===== src/rtl/adder_chk_pkg.sv =====
// Shared types and constants for the adder_6 fabric vector checker.
package adder_chk_pkg;

    typedef enum logic [1:0] {
        ST_IDLE   = 2'd0,
        ST_SETTLE = 2'd1,
        ST_CHECK  = 2'd2,
        ST_DONE   = 2'd3
    } chk_state_e;

    // x^13 + x^4 + x^3 + x + 1, low-order terms for a left-shifting Galois LFSR
    localparam logic [12:0] LFSR13_TAPS = 13'h001B;

    function automatic int VEC_W(input int width);
        return 2 * width + 1;
    endfunction

endpackage


===== src/rtl/adder_chk_vec_gen.sv =====
// Vector index source for the checker: binary up-counter by default, or a
// maximal-length Galois LFSR seeded to 1 when ADDER_CHK_LFSR_EN is defined.
module adder_chk_vec_gen
    import adder_chk_pkg::*;
#(
    parameter int WIDTH = 6
) (
    input  logic                    clk,
    input  logic                    reset,
    input  logic                    i_load,
    input  logic                    i_advance,
    output logic [VEC_W(WIDTH)-1:0] o_idx,
    output logic                    o_last
);

    localparam int VW = VEC_W(WIDTH);

    logic [VW-1:0] r_idx;
    logic [VW-1:0] w_next;

`ifdef ADDER_CHK_LFSR_EN
    localparam logic [VW-1:0] SEED = VW'(1);

    if (VW != 13) begin : g_bad_width
        $error("adder_chk_vec_gen: LFSR taps are only defined for WIDTH=6");
    end

    always_comb begin
        w_next = {r_idx[VW-2:0], 1'b0};
        if (r_idx[VW-1]) begin
            w_next = w_next ^ VW'(LFSR13_TAPS);
        end
    end

    // The run closes on the state whose successor is the seed again.
    assign o_last = (w_next == SEED);
`else
    localparam logic [VW-1:0] SEED = '0;

    assign w_next = r_idx + VW'(1);
    assign o_last = &r_idx;
`endif

    always_ff @(posedge clk) begin
        if (reset) begin
            r_idx <= '0;
        end else if (i_load) begin
            r_idx <= SEED;
        end else if (i_advance) begin
            r_idx <= w_next;
        end
    end

    assign o_idx = r_idx;

endmodule


===== config.mk =====
export PLATFORM = sky130hd
export DESIGN_NAME = adder_chk_vec_gen
export DESIGN_NICKNAME = d
export VERILOG_FILES = /design/src/rtl/adder_chk_pkg.sv /design/src/rtl/adder_chk_vec_gen.sv
export SDC_FILE = /design/constraint.sdc
export NUM_CORES = 1
export LEC_CHECK = 0
export BUFFER_PORTS_ARGS = -buffer_cell sky130_fd_sc_hd__buf_4
export CAP_MARGIN = 20
export CORE_AREA = 8 8 45 47
export CTS_CLUSTER_SIZE = 14
export DETAILED_ROUTE_END_ITERATION = 7
export DIE_AREA = 0 0 53 55
export PLACE_DENSITY = 0.72
export SKIP_CTS_REPAIR_TIMING = 1
export SYNTH_ARGS = -nofsm -noshare
export SYNTH_HDL_FRONTEND = slang
export SYNTH_SLANG_ARGS = --single-unit

===== constraint.sdc =====
create_clock -name clk -period 2.39 [get_ports clk]
set_input_delay 0 -clock clk [delete_from_list [all_inputs] [get_ports clk]]
set_output_delay 0 -clock clk [all_outputs]
set_load 0.03 [all_outputs]

# Word-level counts from Yosys, hierarchy flattened
# Cells that the tools add are included.
[word_totals]
regBits = 13
word_cells = 4
input_bits = 4
out_inout_bits = 14
[op_classes]
n_reduce_logical = 2
add_sub_neg = 1
[ops]
columns = ["op", "count"]
rows = [
  ["13-bit by 1-bit adder with 13-bit output, second input constant", 1],
  ["13-bit AND reduction", 1],
  ["2-bit OR reduction", 1],
]

# Logic depth before layout (Yosys ltp)
# Gate-level depths: netlist of run 1.
[depth]
depth_word = 1
depth_mapped = 4
mapped_depth_nobuf = 4

# Worst setup path after synthesis of run 1
# No wires, ideal clock.
[synth_timing]
path_type = "reg2out"
from = "register r_idx[0], in the netlist o_idx[0]"
to = "output port o_last"
t_required_ps = 2390
arrival_ps = 1868
stages_incl_launch_ff = 4
path_buffers = 0
slack_ps = 522
path_cell_list = "dfxtp_1 ha_1 nand3_1 nor4_1"
[synth_via]
elab_chain_len = 1
[synth_lines]
columns = ["item", "line_no", "text"]
rows = [
  ["start: declaration", "adder_chk_vec_gen.sv:18", "logic [VW-1:0] r_idx;"],
  ["start signal: assignment", "adder_chk_vec_gen.sv:50", "r_idx <= w_next;"],
  ["13-bit AND reduction", "adder_chk_vec_gen.sv:41", "assign o_last = &r_idx;"],
  ["end: declaration", "adder_chk_vec_gen.sv:13", "output logic o_last"],
]
# No other way between the ends.

# Worst setup path after layout of run 1
# Ends and elaborated chain as after synthesis.

==> results of run 1 <==
critical path, stage by stage (launching register included):
cell and delay, ns:
dfxtp_1 0.43, ha_1 0.27, nand3_1 0.10, nor4_1 0.25, buf_4 0.23
power by group through the flow:
stage | Clock [W] | Sequential (W) | Combinational [W]
2_1_floorplan | 0 | 0.000227 | 0.0000124
3_3_place_gp | 0 | 0.000225 | 0.0000190
3_5_place_dp | 0 | 0.000225 | 0.0000194
4_1_cts | 0.000135 | 0.000219 | 0.0000195
5_1_grt | 0.000140 | 0.000220 | 0.0000210
6_report | 0.000129 | 0.000219 | 0.0000192
cells in the mapped netlist, drive strengths merged, types with 2 or more instances:
| cell type | n | area share |
|---|---|---|
| nor2 | 5 | 0.031 |
| or2 | 2 | 0.020 |
| buf | 2 | 0.037 |
| nand2 | 6 | 0.037 |
| nand3 | 3 | 0.024 |
| nand4 | 6 | 0.086 |
| or4 | 3 | 0.037 |
| o31ai | 3 | 0.037 |
| a21oi | 8 | 0.065 |
| dfxtp | 13 | 0.42 |
| mux2i | 2 | 0.033 |
| o21ai | 4 | 0.033 |
| nor4 | 2 | 0.020 |
| xor2 | 2 | 0.029 |
| or3 | 5 | 0.055 |
layout make-up:
type / count / area share
Timing Repair Buffer: 17 / 0.167
Multi-Input combinational cell: 53 / 0.433
Sequential cell: 13 / 0.340
Tap cell: 16 / 0.0261
Clock buffer: 4 / 0.0343
metal layers:
metal	wire [um]	vias to the layer above	GRT usage
met1	674	265	0.128
li1	-	294	-
met4	14	0	0.0517
met2	615	14	0.156
met5	0	-	0
met3	62	2	0.0267
cells by family after synthesis:
group           Yosys count  synth area share
fa+ha+maj                 1            0.0204
simple gates             32             0.310
buf+inv                   2            0.0367
flops                    13             0.424
compound gates           15             0.134
xor+xnor                  3            0.0428
mux                       2            0.0326
worst min path at each step:
stage | depth (start not counted) | end | slack [ns]
floorplan | 3 | o_idx[12] | 0.17
global placement | 4 | o_idx[12] | 0.27
detailed placement | 4 | o_idx[12] | 0.28
CTS | 4 | o_idx[12] | -0.01
global route | 3 | o_idx[12] | 0.01
finish | 4 | o_idx[12] | -0.008
through the flow:
stage	utilization	power (W)	instance area, um2	instances
detailed placement	0.534	0.000244	739	99
finish	0.553	0.000368	766	103
global placement	0.534	0.000244	739	99
floorplan	-	0.000239	614	68
global route	0.553	0.000381	766	103
CTS	0.553	0.000374	766	103
==> run metrics, run 1 <==
root buf cell=clkbuf_4; routability cong.=about 0.76; cts bufs inserted=3; Mean Syn Cell Area=around 9.0 um2; worst setup path class=reg -> out; Min-Delay Path Class=in -> reg; Final min period=1.53 ns; Combinational Power Share=0.052; # setup viols final=0; worst r2r src=o_idx[0]; cell area after synthesis=around 610 um2; DP Worst Slack=a little under 0.9 ns; HPWL Detailed=1030 um; vias in the first global route=a little over 500; sw power=0.0000773 W; Synth async-reset ratio=0; ANT nets after route=0; Clock Sinks=13; internal power=0.000290 W; CP endpoint=o_last; H-tree levels=1; Net Sw Frac=0.210; drc violations=0; # diodes=0; max reg flops=13; TritonRoute pass-1 iters=3; nets@finish=93; FF-to-FF End=o_idx[10]; Hold Path Origin=reset; vias per std cell=roughly 5.6; die area=2920 um2; setup ws final=0.861 ns; peak supply drop=about 0.24 mV; Synth Register Bits=13; Sequential Area=260 um2; clock transition at the registers of the reported paths=around 0.08 ns; Max Cap Viol=0; TNS Setup=0 ns; Worst EP arrival=between 1.5 and 2 ns; sequential fraction of the synthesis area=0.424; Post-synth EDFFs=0; worst clock skew=around 0.0053 ns; clock power share=0.351; number of cell rows=14; pin slew with the least headroom to its limit=between 0.3 and 0.4 ns; synth warn=0; total gr overflow=0; vias=575; final hold viol count=1; Clock Latency Late Sink=between 0.2 and 0.3 ns; post-synth cell types=19; area delta synth->final=24.6%; Slew HR=0.783; Core Box Area=1380 um2; Flop pwr share=0.597; first-pass GRT wire length=approximately 2300 um; crit path from=o_idx[0]; Iteration-0 DRC Markers=12; Slew Limit Fails=0; CP max FO=5; I/O pins=18; die width=53 um; most frequent cells in the layout=17 x buf_4, 13 x dfxtp_1, 8 x a21oi_1; FF-to-FF setup slack=0.90 ns; Clock Path Buffers=2; CP required=2.39 ns; Startpoint Class=flip-flop; initial antenna violation count=0; Initial Util=0.444; unrepaired setup endpoints after global routing=false; Wirelength per Cell=13.3 um; IO buf count=17; CTS tree=done; worst reg-to-reg path cell count=4; Cells after Synth=a little under 70; PD cells=roughly 480 nW/um2; Die Y=between 50 and 60 um; Fmax=~650 MHz; share of cells above drive strength 1=0.287; area of the multi-input gates=between 300 and 400 um2; failing checks=hold timing; commonest non-fill, non-tap cell in the layout=buf_4; static leakage=0.272 nW; pin count of the biggest net entering global routing=13; Tcrit/Tclk final=0.640; worst hold slack=-0.00752 ns; total nets after synthesis=73; fill cell count=~140; Crit. End Element=output port; status=finished with violations; gr usage total=0.102; Main synth FF type=dfxtp_1; Routed WL=roughly 1400 um
(Power assumes the default switching activity.)
==> run 2, diff against run 1 <==
==> constraint.sdc (replaced) <==
create_clock -name clk -period 1.6 [get_ports clk]
set_input_delay 0 -clock clk [delete_from_list [all_inputs] [get_ports clk]]
set_output_delay 0 -clock clk [all_outputs]
set_load 0.03 [all_outputs]
==> run metrics, run 2 (synthesis gave the netlist of run 1 again) <==
final hold viol count=1 (unchanged); CP required=1.81 ns (-0.58 ns); Crit-path slowest cell=or4_1; Combinational Power Share=0.055 (+0.003); area delta synth->final=30.5%; pin slew with the least headroom to its limit=0.310 ns (-0.0122 ns); pin count of the biggest net entering global routing=13 (unchanged); number of cell rows=14 (unchanged); post-route insts no fill=106 (+2.9%); HPWL Detailed=1110 um (+7.4%); peak supply drop=0.626 mV (+160%); internal power=0.000437 W (+50%); nets@finish=96 (+3.2%); first-pass GRT wire length=2540 um (+12%); Crit. End Element=flip-flop; critical path's largest stage delay=0.43 ns (about the same); I/O pins=18 (unchanged); post-route cell area=802 um2 (+4.7%); DP Area=762 um2 (+3.0%); worst r2r src=o_idx[0]; most frequent cells in the layout=19 x buf_4, 11 x dfxtp_1, 8 x a21oi_1; WHS Endpoint=o_idx[12]; setup ws final=0.106 ns (-0.755 ns); gr usage total=0.120 (+0.0178); Max Cap Viol=0 (unchanged); ANT nets after route=0 (unchanged); CP cell instances=ha_2 > nand3_1 > or4_1 > a21oi_1; H-tree levels=1 (unchanged); Startpoint Class=flip-flop; Fmax=669 MHz; die area=2920 um2 (unchanged); CP max FO=5 (unchanged); Clock Latency Late Sink=0.28 ns (about the same); failing checks=hold timing; # diodes=0 (unchanged); Final min period=between 1 and 1.5 ns; Worst EP arrival=1.70 ns (+0.17 ns); TritonRoute pass-1 iters=4 (+1); status=finished with violations; Routed WL=1560 um (+14%); sw power=0.000131 W (+70%); root buf cell=clkbuf_4; # setup viols final=0 (unchanged); Initial Util=0.444 (unchanged); commonest non-fill, non-tap cell in the layout=buf_4; FF-to-FF End=o_idx[10]; CTS tree=done; placed cell count=101 (+2.0%); Tcrit/Tclk final=0.934; Iteration-0 DRC Markers=28 (+16); Slew Limit Fails=0 (unchanged); DP Worst Slack=0.0693 ns (-0.826 ns); Die Y=55 um (unchanged); initial antenna violation count=0 (unchanged); vias per std cell=5.71 (+2.2%); clock power share=0.366 (+0.015); FF-to-FF setup slack=0.11 ns (-0.79 ns); Hold Path Origin=i_load; Min-Delay Path Class=in -> reg; cts bufs inserted=3 (unchanged); hold path cells=4 (unchanged); share of cells above drive strength 1=0.344 (+0.0571); worst reg-to-reg path cell count=4 (unchanged); Wirelength per Cell=14.7 um (+11%); total gr overflow=0 (unchanged); worst setup path class=reg -> reg; Final Core Density=0.580 (+0.0262); max reg flops=13 (unchanged); worst hold slack=-0.0129 ns (-0.00536 ns); fill cell count=132 (-3.6%); vias in the first global route=573 (+12%); Flop pwr share=0.579 (-0.018); worst clock skew=0.00439 ns (-0.000894 ns); TNS Setup=0 ns (unchanged); Net Sw Frac=0.231 (+0.0207); drc violations=0 (unchanged); Core Box Area=1380 um2 (unchanged); PD cells=708 nW/um2 (+47%); Slew HR=0.791 (+0.00822); unrepaired setup endpoints after global routing=false; static leakage=0.285 nW (+4.8%); IO buf count=17 (unchanged); Clock Path Buffers=2 (unchanged); routability cong.=0.769 (+1.8%); Clock Sinks=13 (unchanged); die width=53 um (unchanged); vias=605 (+5.2%); clock transition at the registers of the reported paths=0.08 ns (about the same)
==> run 2: cell types whose count changed in the layout (fill, tap and decap cells not counted), sizes merged <==
cell         change
buf              +2
dlygate4sd3      +1
==> run 2: final cells by class <==
class	instances	area (um2)	area share
clock buffers	4	26.3	0.0328
multi-input cells	53	340	0.424
well taps	16	20.0	0.0250
repair buffers	20	153	0.190
flip-flops and latches	13	263	0.328
==> run 2: through the flow <==
stage / power [W] / hold WS [ns]
3_3_place_gp: 0.000364 / 0.272
3_5_place_dp: 0.000365 / 0.277
5_1_grt: 0.000594 / 0.00489
2_1_floorplan: 0.000358 / 0.172
4_1_cts: 0.000573 / -0.0271
6_report: 0.000568 / -0.0129
==> run 2: power by group through the flow <==
| stage | sequential (W) | combinational, W | clock [W] |
|---|---|---|---|
| floorplan | 0.000339 | 0.0000185 | 0 |
| global placement | 0.000336 | 0.0000284 | 0 |
| detailed placement | 0.000336 | 0.0000290 | 0 |
| CTS | 0.000328 | 0.0000289 | 0.000216 |
| global route | 0.000329 | 0.0000338 | 0.000231 |
| finish | 0.000329 | 0.0000313 | 0.000208 |
==> run 2: how the worst max path moves through the flow <==
stage                  start        end  slack, ns  depth (start not counted)
detailed placement  o_idx[1]  o_idx[10]       0.07                          4
global placement    o_idx[1]  o_idx[10]       0.12                          4
floorplan           o_idx[1]  o_idx[10]     0.0006                          4
global route        o_idx[0]  o_idx[10]       0.03                          4
CTS                 o_idx[1]  o_idx[10]       0.02                          4
finish              o_idx[0]  o_idx[10]       0.11                          4
==> run 2: worst max-delay path: cells and delay by family, from the launching register on <==
family	cells	cell delay (ns)
AND/OR/NAND/NOR	2	0.59
flip-flops	1	0.40
AO/OA/AOI/OAI	1	0.18
adder cells (fa/ha/maj)	1	0.25
==> run 2: layer usage <==
layer  GRT usage  up-vias  routed length [um]
li1            -      298                   -
met1       0.126      269                 644
met2       0.191       31                 717
met3      0.0374        7                 141
met4       0.103        0                  53
met5           0        -                   0
==> run 3, diff against run 2 <==
--- a/config.mk
+++ b/config.mk
@@ -12,6 +12,7 @@
 export DETAILED_ROUTE_END_ITERATION = 7
 export DIE_AREA = 0 0 53 55
 export PLACE_DENSITY = 0.72
+export REMOVE_ABC_BUFFERS = 1
 export SKIP_CTS_REPAIR_TIMING = 1
 export SYNTH_ARGS = -nofsm -noshare
 export SYNTH_HDL_FRONTEND = slang
==> run metrics, run 3 (synthesis gave the netlist of run 1 again) <==
worst setup path class=reg -> reg; Worst EP arrival=1.69 ns (about the same); HPWL Detailed=1000 um (-9.4%); H-tree levels=1 (unchanged); WHS Endpoint=o_idx[12]; ANT nets after route=0 (unchanged); fill cell count=133 (+0.76%); # diodes=0 (unchanged); worst hold slack=0.00356 ns (+0.0164 ns); Initial Util=0.444 (unchanged); number of cell rows=14 (unchanged); routability cong.=0.750 (-2.5%); Min-Delay Path Class=in -> reg; Final min period=1.47 ns (-0.0200 ns); gr usage total=0.114 (-0.00561); Iteration-0 DRC Markers=1 (-96%); unrepaired setup endpoints after global routing=false; peak supply drop=0.454 mV (-27%); die area=2920 um2 (unchanged); Crit. End Element=flip-flop; CP required=1.82 ns (about the same); Clock Sinks=13 (unchanged); Clock Path Buffers=2 (unchanged); Fmax=678 MHz (+1.4%); Die Y=55 um (unchanged); hold path cells=4 (unchanged); static leakage=0.275 nW (-3.6%); I/O pins=18 (unchanged); Slew Limit Fails=0 (unchanged); final hold viol count=0 (-1); vias per std cell=5.50 (-3.6%); overall power=0.000559 W (-1.6%); Startpoint Class=flip-flop; status=finished clean; root buf cell=clkbuf_4; vias in the first global route=590 (+3.0%); # setup viols final=0 (unchanged); Hold Path Origin=reset; drc violations=0 (unchanged); Routed WL=1360 um (-13%); initial antenna violation count=0 (unchanged); share of cells above drive strength 1=0.318 (-0.0263); vias=572 (-5.5%); Wirelength per Cell=13.1 um (-11%); most frequent cells in the layout=18 x buf_4, 12 x dfxtp_1, 8 x a21oi_1; Core Box Area=1380 um2 (unchanged); Clock Latency Late Sink=0.28 ns (about the same); Max Cap Viol=0 (unchanged); cts bufs inserted=3 (unchanged); PD cells=719 nW/um2 (+1.5%); worst clock skew=0.00920 ns (+0.00481 ns); area delta synth->final=26.5%; total gr overflow=0 (unchanged); Tcrit/Tclk final=0.921 (-0.0125); worst r2r src=o_idx[1]; nets@finish=94 (-2.1%); clock transition at the registers of the reported paths=0.08 ns (about the same); TritonRoute pass-1 iters=3 (-1); IO buf count=17 (unchanged); FF-to-FF End=o_idx[10]; commonest non-fill, non-tap cell in the layout=buf_4; worst reg-to-reg path cell count=4 (unchanged); Slew HR=0.785 (-0.00569); CP max FO=5 (unchanged); CTS tree=done; pin slew with the least headroom to its limit=0.319 ns (+0.00845 ns); max reg flops=13 (unchanged); first-pass GRT wire length=2480 um (-2.2%); FF-to-FF setup slack=0.13 ns (+0.02 ns); pin count of the biggest net entering global routing=13 (unchanged); die width=53 um (unchanged)
-- run 3: cell count changes in the layout (fill, tap and decap cells not counted) --
cell	change
nor4_1	+1
buf_4	-1
dlygate4sd3_1	-1
dfxtp_2	-1
dfxtp_1	+1
nor4_2	-1
-- run 3: area by class of cell --
type	count	area (um2)	share of cell area
Tap cell	16	20.0	0.0258
Clock buffer	4	26.3	0.0338
Multi-Input combinational cell	53	334	0.430
Sequential cell	13	262	0.337
Timing Repair Buffer	18	135	0.174
-- run 3: worst max-delay path by stage --
stage,cells past startpoint,slack (ns),endpoint,start
floorplan,3,-0.27,o_last,o_idx[0]
global placement,4,0.19,o_idx[10],o_idx[1]
detailed placement,4,0.10,o_idx[10],o_idx[0]
CTS,4,0.08,o_idx[10],o_idx[0]
global route,3,0.001,o_last,o_idx[3]
finish,4,0.13,o_idx[10],o_idx[1]
-- run 3: stage by stage --
stage,instance area [um2],setup WS (ns),std cells,util,TNS [ns]
after CTS,773,0.0779,104,0.559,0
after detailed placement,747,0.103,100,0.540,0
final,777,0.126,104,0.561,0
after global routing,777,0.00115,104,0.561,0
after global placement,747,0.187,100,0.540,0
after floorplan,592,-0.268,66,-,-0.279
-- run 3: worst max-delay path, cell delays in order (launching register included) --
cell and delay, ns:
dfxtp_1 0.43, ha_2 0.26, nand3_1 0.15, or4_1 0.43, a21oi_1 0.15
-- run 3: layer usage --
metal,wire [um],share of wire,vias to the layer above,GRT usage
li1,-,-,294,-
met1,632,0.46,263,0.124
met2,613,0.45,15,0.178
met3,114,0.084,0,0.0642
met4,0,0,0,0.0517
met5,0,0,-,0
-- run 3: power breakdown --
part           internal (W)  leakage [nW]  switching, W
Clock             0.0000967        0.0150      0.000104
Combinational     0.0000126         0.155     0.0000164
Sequential         0.000325         0.105    0.00000308
